$ cat config.mk
export PLATFORM = sky130hd
export DESIGN_NAME = datapath_ctrl_flat
export DESIGN_NICKNAME = d
export VERILOG_FILES = /design/src/rtl/datapath_pkg.sv /design/src/rtl/datapath_ctrl_if.sv /design/src/rtl/datapath_ctrl_outdec.sv /design/src/rtl/datapath_ctrl.sv /design/src/flat_wrapper.sv
export SDC_FILE = /design/constraint.sdc
export NUM_CORES = 1
export LEC_CHECK = 0
export CORE_MARGIN = 2
export CORE_UTILIZATION = 40
export DETAILED_ROUTE_END_ITERATION = 8
export PLACE_DENSITY = 0.81
export SETUP_SLACK_MARGIN = 0.5
export SLEW_MARGIN = 30
export SYNTH_ARGS = -nofsm -noshare
export SYNTH_HDL_FRONTEND = slang
export SYNTH_SLANG_ARGS = --single-unit
$ cat constraint.sdc
create_clock -name clk -period 1.8 [get_ports clk]
set_input_delay 0.18 -clock clk [delete_from_list [all_inputs] [get_ports clk]]
set_output_delay 0.18 -clock clk [all_outputs]
set_load 0.02 [all_outputs]
$ cat src/rtl/datapath_pkg.sv
// Shared types and encodings for the 16-bit datapath controller:
// FSM states, instruction fields and datapath control encodings.
package datapath_pkg;

    typedef enum logic [2:0] {
        S_WAIT      = 3'd0,
        S_DECODE    = 3'd1,
        S_GET_A     = 3'd2,
        S_GET_B     = 3'd3,
        S_EXEC      = 3'd4,
        S_WRITE_RD  = 3'd5,
        S_WRITE_IMM = 3'd6
    } state_e;

    localparam logic [2:0] OPC_MOV = 3'b110;
    localparam logic [2:0] OPC_ALU = 3'b101;

    localparam logic [1:0] OP_MOV_REG = 2'b00;
    localparam logic [1:0] OP_MOV_IMM = 2'b10;
    localparam logic [1:0] OP_ADD     = 2'b00;
    localparam logic [1:0] OP_CMP     = 2'b01;
    localparam logic [1:0] OP_AND     = 2'b10;
    localparam logic [1:0] OP_MVN     = 2'b11;

    localparam logic [1:0] ALU_ADD = 2'b00;
    localparam logic [1:0] ALU_SUB = 2'b01;
    localparam logic [1:0] ALU_AND = 2'b10;
    localparam logic [1:0] ALU_NOT = 2'b11;

    localparam logic [2:0] NSEL_NONE = 3'b000;
    localparam logic [2:0] NSEL_RN   = 3'b001;
    localparam logic [2:0] NSEL_RD   = 3'b010;
    localparam logic [2:0] NSEL_RM   = 3'b100;

    localparam logic [1:0] VSEL_C   = 2'b00;
    localparam logic [1:0] VSEL_IMM = 2'b10;

    // MOV accepts only the imm and reg sub-ops; every ALU sub-op is defined.
    function automatic logic is_legal(input logic [2:0] opc, input logic [1:0] op);
        return ((opc == OPC_MOV) && ((op == OP_MOV_IMM) || (op == OP_MOV_REG))) ||
               (opc == OPC_ALU);
    endfunction

endpackage

$ cat src/rtl/datapath_ctrl_if.sv
// Instruction-side strobe/opcode inputs and datapath control outputs.
// master = controller, slave = instruction register / datapath side.
interface datapath_ctrl_if;
    import datapath_pkg::*;

    logic       s;
    logic [2:0] opcode;
    logic [1:0] op;
    logic       w;
    logic [2:0] nsel;
    logic       loada;
    logic       loadb;
    logic       loadc;
    logic       loads;
    logic       asel;
    logic [1:0] vsel;
    logic       write;
    logic [1:0] ALUop;
    logic       illegal;

    modport master (
        input  s, opcode, op,
        output w, nsel, loada, loadb, loadc, loads, asel, vsel, write, ALUop, illegal
    );

    modport slave (
        output s, opcode, op,
        input  w, nsel, loada, loadb, loadc, loads, asel, vsel, write, ALUop, illegal
    );

endinterface

$ cat src/rtl/datapath_ctrl_outdec.sv
// Moore output decoder: maps (state, latched opcode/op) to datapath controls.
module datapath_ctrl_outdec
    import datapath_pkg::*;
(
    input  state_e     state_i,
    input  logic [2:0] opcode_i,
    input  logic [1:0] op_i,
    output logic       w_o,
    output logic [2:0] nsel_o,
    output logic       loada_o,
    output logic       loadb_o,
    output logic       loadc_o,
    output logic       loads_o,
    output logic       asel_o,
    output logic [1:0] vsel_o,
    output logic       write_o,
    output logic [1:0] ALUop_o,
    output logic       illegal_o
);

    always_comb begin
        w_o       = 1'b0;
        nsel_o    = NSEL_NONE;
        loada_o   = 1'b0;
        loadb_o   = 1'b0;
        loadc_o   = 1'b0;
        loads_o   = 1'b0;
        asel_o    = 1'b0;
        vsel_o    = VSEL_C;
        write_o   = 1'b0;
        ALUop_o   = ALU_ADD;
        illegal_o = 1'b0;

        case (state_i)
            S_WAIT:   w_o = 1'b1;
            S_DECODE: illegal_o = !is_legal(opcode_i, op_i);
            S_GET_A: begin
                nsel_o  = NSEL_RN;
                loada_o = 1'b1;
            end
            S_GET_B: begin
                nsel_o  = NSEL_RM;
                loadb_o = 1'b1;
            end
            S_EXEC: begin
                // MOV reg passes B through the adder with A forced to zero.
                if (opcode_i == OPC_MOV) begin
                    asel_o  = 1'b1;
                    loadc_o = 1'b1;
                end else begin
                    loads_o = 1'b1;
                    loadc_o = (op_i != OP_CMP);
                    case (op_i)
                        OP_ADD:  ALUop_o = ALU_ADD;
                        OP_CMP:  ALUop_o = ALU_SUB;
                        OP_AND:  ALUop_o = ALU_AND;
                        default: ALUop_o = ALU_NOT;
                    endcase
                end
            end
            S_WRITE_RD: begin
                nsel_o  = NSEL_RD;
                vsel_o  = VSEL_C;
                write_o = 1'b1;
            end
            S_WRITE_IMM: begin
                nsel_o  = NSEL_RN;
                vsel_o  = VSEL_IMM;
                write_o = 1'b1;
            end
            default: w_o = 1'b0;
        endcase
    end

endmodule

$ cat src/rtl/datapath_ctrl.sv
// Instruction sequencer for the register-file/shifter/ALU datapath:
// state register, opcode/op latch and next-state logic.
module datapath_ctrl
    import datapath_pkg::*;
(
    input  logic             clk,
    input  logic             reset,
    datapath_ctrl_if.master  bus
);

    state_e     state_q, state_d;
    logic [2:0] opcode_q, opcode_d;
    logic [1:0] op_q, op_d;

    always_comb begin
        state_d  = state_q;
        opcode_d = opcode_q;
        op_d     = op_q;

        case (state_q)
            S_WAIT: begin
                if (bus.s) begin
                    opcode_d = bus.opcode;
                    op_d     = bus.op;
                    state_d  = S_DECODE;
                end
            end
            S_DECODE: begin
                if (!is_legal(opcode_q, op_q))
                    state_d = S_WAIT;
                else if (opcode_q == OPC_MOV)
                    state_d = (op_q == OP_MOV_IMM) ? S_WRITE_IMM : S_GET_B;
                else
                    state_d = (op_q == OP_MVN) ? S_GET_B : S_GET_A;
            end
            S_GET_A:     state_d = S_GET_B;
            S_GET_B:     state_d = S_EXEC;
            // CMP only updates status, so it has no write-back cycle.
            S_EXEC:      state_d = ((opcode_q == OPC_ALU) && (op_q == OP_CMP)) ? S_WAIT : S_WRITE_RD;
            S_WRITE_RD:  state_d = S_WAIT;
            S_WRITE_IMM: state_d = S_WAIT;
            default:     state_d = S_WAIT;
        endcase
    end

    always_ff @(posedge clk) begin
        if (reset) begin
            state_q  <= S_WAIT;
            opcode_q <= '0;
            op_q     <= '0;
        end else begin
            state_q  <= state_d;
            opcode_q <= opcode_d;
            op_q     <= op_d;
        end
    end

    datapath_ctrl_outdec u_outdec (
        .state_i   (state_q),
        .opcode_i  (opcode_q),
        .op_i      (op_q),
        .w_o       (bus.w),
        .nsel_o    (bus.nsel),
        .loada_o   (bus.loada),
        .loadb_o   (bus.loadb),
        .loadc_o   (bus.loadc),
        .loads_o   (bus.loads),
        .asel_o    (bus.asel),
        .vsel_o    (bus.vsel),
        .write_o   (bus.write),
        .ALUop_o   (bus.ALUop),
        .illegal_o (bus.illegal)
    );

endmodule

$ cat src/flat_wrapper.sv
// flat-port wrapper written by rule: the top's interface ports become plain ports
module datapath_ctrl_flat import datapath_pkg::*;
  (clk, reset, bus_s, bus_opcode, bus_op, bus_w, bus_nsel, bus_loada, bus_loadb, bus_loadc, bus_loads, bus_asel, bus_vsel, bus_write, bus_ALUop, bus_illegal);
  datapath_ctrl_if bus_i ();
  input  logic clk;
  input  logic reset;
  input wire logic [$bits(bus_i.s)-1:0] bus_s;
  input wire logic [$bits(bus_i.opcode)-1:0] bus_opcode;
  input wire logic [$bits(bus_i.op)-1:0] bus_op;
  output wire logic [$bits(bus_i.w)-1:0] bus_w;
  output wire logic [$bits(bus_i.nsel)-1:0] bus_nsel;
  output wire logic [$bits(bus_i.loada)-1:0] bus_loada;
  output wire logic [$bits(bus_i.loadb)-1:0] bus_loadb;
  output wire logic [$bits(bus_i.loadc)-1:0] bus_loadc;
  output wire logic [$bits(bus_i.loads)-1:0] bus_loads;
  output wire logic [$bits(bus_i.asel)-1:0] bus_asel;
  output wire logic [$bits(bus_i.vsel)-1:0] bus_vsel;
  output wire logic [$bits(bus_i.write)-1:0] bus_write;
  output wire logic [$bits(bus_i.ALUop)-1:0] bus_ALUop;
  output wire logic [$bits(bus_i.illegal)-1:0] bus_illegal;
  assign bus_i.s = bus_s;
  assign bus_i.opcode = bus_opcode;
  assign bus_i.op = bus_op;
  assign bus_w = bus_i.w;
  assign bus_nsel = bus_i.nsel;
  assign bus_loada = bus_i.loada;
  assign bus_loadb = bus_i.loadb;
  assign bus_loadc = bus_i.loadc;
  assign bus_loads = bus_i.loads;
  assign bus_asel = bus_i.asel;
  assign bus_vsel = bus_i.vsel;
  assign bus_write = bus_i.write;
  assign bus_ALUop = bus_i.ALUop;
  assign bus_illegal = bus_i.illegal;
  datapath_ctrl u_core (.clk(clk), .reset(reset), .bus(bus_i));
endmodule
Word level (Yosys, flattened, before mapping)
Index checks and enable logic that the tools add are counted.
{ "word_totals": {"word_cells": 49, "regBits": 8, "out_inout_bits": 15, "in_bits": 8} }
{ "classes": {"n_eq_ne": 13, "mux": 23, "reduce_logical": 10} }
{ "ops": {"columns": ["cell", "count"], "rows": [
  ["equality test 3 bit, second input constant", 5],
  ["2-to-1 mux 3 bit", 5],
  ["case mux 3 bit (5 select lines)", 1],
  ["2-to-1 mux 1 bit", 12],
  ["case mux 3 bit (3 select lines)", 1],
  ["equality test 3 x 2 -> 1 bit, second input constant", 2],
  ["2-to-1 mux 2 bit", 3],
  ["case mux 2 bit (3 select lines)", 1],
  ["equality test 2 bit, second input constant", 2],
  ["OR reduction 2 bit", 2],
  ["equality test 3 x 1 -> 1 bit, second input constant", 1],
  ["zero test 3 bit", 1],
  ["equality test 2 x 1 -> 1 bit, second input constant", 1],
  ["logical AND 1 bit", 2],
  ["zero test 2 bit", 1],
  ["logical OR 1 bit", 2],
  ["inequality test 2 x 1 -> 1 bit, second input constant", 1],
  ["inequality test 2 bit, second input constant", 1],
  ["AND reduction 2 bit", 1],
  ["zero test 1 bit", 1]
]} }

Longest topological paths before layout
{ "logic_depth": {"word_depth": 6, "mapped_depth": 4, "ltp_nobuf": 3} }

Modules after synthesis
From an unflattened synthesis, not the netlist that was laid out.
{ "hier_totals": {"cells_unflattened": 64, "area_unflattened_um2": 561.8} }
{ "modules_own_cells": {"columns": ["mod", "seq_area_each_um2", "area_each_um2", "cells_per_inst", "n_inst"], "rows": [
  ["datapath_ctrl", 160.2, 384.1, 40, 1],
  ["datapath_ctrl_outdec", 0.0, 177.7, 24, 1]
]} }

Worst setup path before layout
OpenSTA, ideal clock, no wires.
{ "synth_timing": {"kind": "reg2out", "start": "reg u_core.state_q[2]", "end": "out bus_ALUop[0]", "path_stages_with_launch": 4, "arrival_ns": 1.497, "required_time_ns": 1.620, "setup_slack_ns": 0.123, "n_path_buf": 0, "path_cell_list": "dfxtp_1 or3b_4 nor2b_1 and2_1"} }
{ "synth_via": {"elab_chain_cells": 2} }
{ "synth_lines": {"columns": ["element", "line_no", "text"], "rows": [
  ["from (decl)", "datapath_ctrl.sv:11", "state_e state_q, state_d;"],
  ["from (signal assigned)", "datapath_ctrl.sv:52", "state_q <= state_d;"],
  ["equality test 3 bit", "datapath_ctrl_outdec.sv:34", "case (state_i)"],
  ["2-to-1 mux 2 bit", "datapath_ctrl_outdec.sv:34", null],
  ["to (decl)", "flat_wrapper.sv:19", "output wire logic [$bits(bus_i.ALUop)-1:0] bus_ALUop;"]
]} }
No other way between the ends.

Worst setup path after layout
{ "layout_timing": {"start": "reg u_core.state_q[0]", "end": "out bus_ALUop[1]"} }
The elaborated chain is that of the path after synthesis.

==> results.md <==
* # nets final at 107
* Number of library cell types mapped by synthesis at 33
* Crit-path max cell delay at 420 ps
* Post-route ant nets at 0
* Post-synthesis sequential area ratio at 0.2984
* Synth Cell Area at 536.8 um^2
* Hold depth at 3
* Mean Syn Cell Area at around 8.5 um^2
* Min cycle time layout at 1576 ps
* Sum of negative setup slack at 0 ps
* Cell taking the most area after synthesis: dfxtp_1
* Hold Fails Final Rpt at 0
* Total grt overflow at 0
* Std cell rows at 13
* Die Area at about 1700 um^2
* Peak Freq at 634.5 MHz
* Pre-Repair DR Iteration Count at 4
* Most instantiated cells after synthesis: dfxtp_1 (8), nor2_1 (7), mux2i_1 (5)
* Gate count of the mapped netlist at 63
* Area share of the leading cell type in the synthesized netlist at 0.2984
* Final Instance Count excl. Fillers at around 110
* Largest net degree at the start of global routing at 16
* CTS tree: yes
* Worst vdd ir at 0.4594 mV
* Drt total wl at 1.566 mm
* FF+latch count, synth at 8
* PD cells at 487.7 nW/um^2
* Cell with the most instances after synthesis: dfxtp_1
* Layout cells sized above 1 at 0.5876
* Vias in the first global route at 537
* Via count at between 600 and 700
* Wirelength per Cell at around 14 um
* Number of synthesized flops with an enable pin at 0
* H-tree depth at 1
* # hold bufs at CTS at 0
* Area delta synth->final at 80.19%
* GRT Overall Usage at 0.2104
* Hold Crit Class: input port to flop
* Worst Path Required at 1620 ps
* GP Congestion at 0.8052
* First-pass GRT wire length at 2.235 mm
* Static leakage at approximately 0.45 nW
* CP Data Arrival Time at 1400 ps
* CTS Sinks at 8
* Starting DRT DRC Count at 5
* Final max-slew violation count at 0
* Crit Path Class: flop to primary output
* Critical Path Fanout Max at 4
* Die height at 40.63 um
* Initial Util at 0.4231
* Period Utilization, post-route at 0.8755
* Initial antenna violation count at 0
* Synth top area cells: dfxtp_1 (30%), mux2i_1 (9.3%), nor2_1 (4.9%), nor4b_4 (4.4%), buf_4 (4.2%)
* CP Launch Type: flop
* Worst setup EP type: primary output
* ANT cells at 0
* Worst-Skew Late Latency at 260 ps
* CTS Buffer Depth at 2
* Io pins at 23
* Vias per std cell at 5.384
* Reg2reg path depth at 5
* Final setup violation count at 0
* IO Port Bufs at 21
* Clock transition at path regs at 60 ps
* Root buf cell: clkbuf_4
* Placed Cells at 98
* Net Count, Synth at 71
* Post-DP HPWL at 957.9 um
* CTS Buf Count at 3
* DRC viols at 0
* Outcome: finished clean
* RSZ-0062 raised after global routing: true
* Max cap viols at 0
* Final Skew at 5.406 ps
* Die Width at 40.63 um
* CP Cell Sequence: or3b_4 -> nor2b_4 -> and2_4 -> buf_6
* Area of the core at 1269 um^2
* Synthesis Warnings at 0
* Slowest CP cell: or3b_4
* Asr flop ratio synth at 0
* Synth Flop Type: dfxtp_1
[metrics by stage]
step           hold slack [ps]  cell area [um^2]  utilization  total power [mW]  setup WS (ps)
2_1_floorplan            252.4             561.8            -            0.2581          387.7
3_3_place_gp             546.1             783.3       0.6174            0.2926          59.49
3_5_place_dp             561.4             783.3       0.6174            0.2951          28.11
4_1_cts                  534.1             847.1       0.6677            0.4505          218.7
5_1_grt                  583.8             967.2       0.7623            0.4857          201.3
6_report                 536.4             967.2       0.7623            0.4717          224.1
[cells by family after synthesis]
family / Yosys count / share of synthesized area
simple gates: 30 / 0.3800
compound gates: 11 / 0.1422
flops: 8 / 0.2984
buf+inv: 8 / 0.07923
mux: 5 / 0.09324
other cells: 1 / 0.006986
[worst max-delay path, delay by kind of cell, from the launching register on]
family	cells	cell delay, ps
buf+inv	1	110
flops	1	320
simple gates	3	710
[routing by layer]
metal / part of all wire / global-route usage / up-vias
met4: 0.026 / 0.1250 / 0
li1: - / - / 295
met5: 0 / 0 / -
met1: 0.38 / 0.2105 / 282
met3: 0.049 / 0.03261 / 6
met2: 0.54 / 0.4008 / 20
[timing repair]
action                                  in CTS  in global routing
pin swaps                                    3                  7
endpoints found under the setup margin      19                 20
resized for setup                           75                 31
buffers inserted                             5                  6
[area by class of cell]
| type | count | area (um^2) |
|---|---|---|
| inverter | 3 | 11.26 |
| clock buffer | 3 | 22.52 |
| multi-input combinational | 47 | 410.4 |
| timing repair buffer | 36 | 335.3 |
| sequential | 8 | 168.9 |
| fill | 104 | 301.5 |
| tap | 15 | 18.77 |
[sequential cells by signal (all words and copies together), names as in the netlist]
name             cells
u_core.op_q          2
u_core.state_q       3
u_core.opcode_q      3
[where the power goes]
part           switching, mW  internal, mW  leakage (nW)
combinational         0.0553        0.0749         0.372
clock                 0.0646        0.0765        0.0138
sequential            0.0127         0.188        0.0679
[worst paths after layout]
kind | start | end | slack (ps)
setup / recovery | u_core.state_q[0] | bus_ALUop[1] | 220
hold / removal | bus_opcode[0] | u_core.opcode_q[0] | 540
setup reg to reg | u_core.state_q[1] | u_core.state_q[2] | 400
hold reg to reg | u_core.opcode_q[2] | u_core.state_q[1] | 550
[placed cells by master (no fill, tap or decap), types with 4 or more instances in the layout]
cell type,n
mux2i_1,5
buf_4,13
nor2_1,6
buf_6,14
clkdlybuf4s50_1,7
dfxtp_2,4
(Power assumes the default switching activity.)
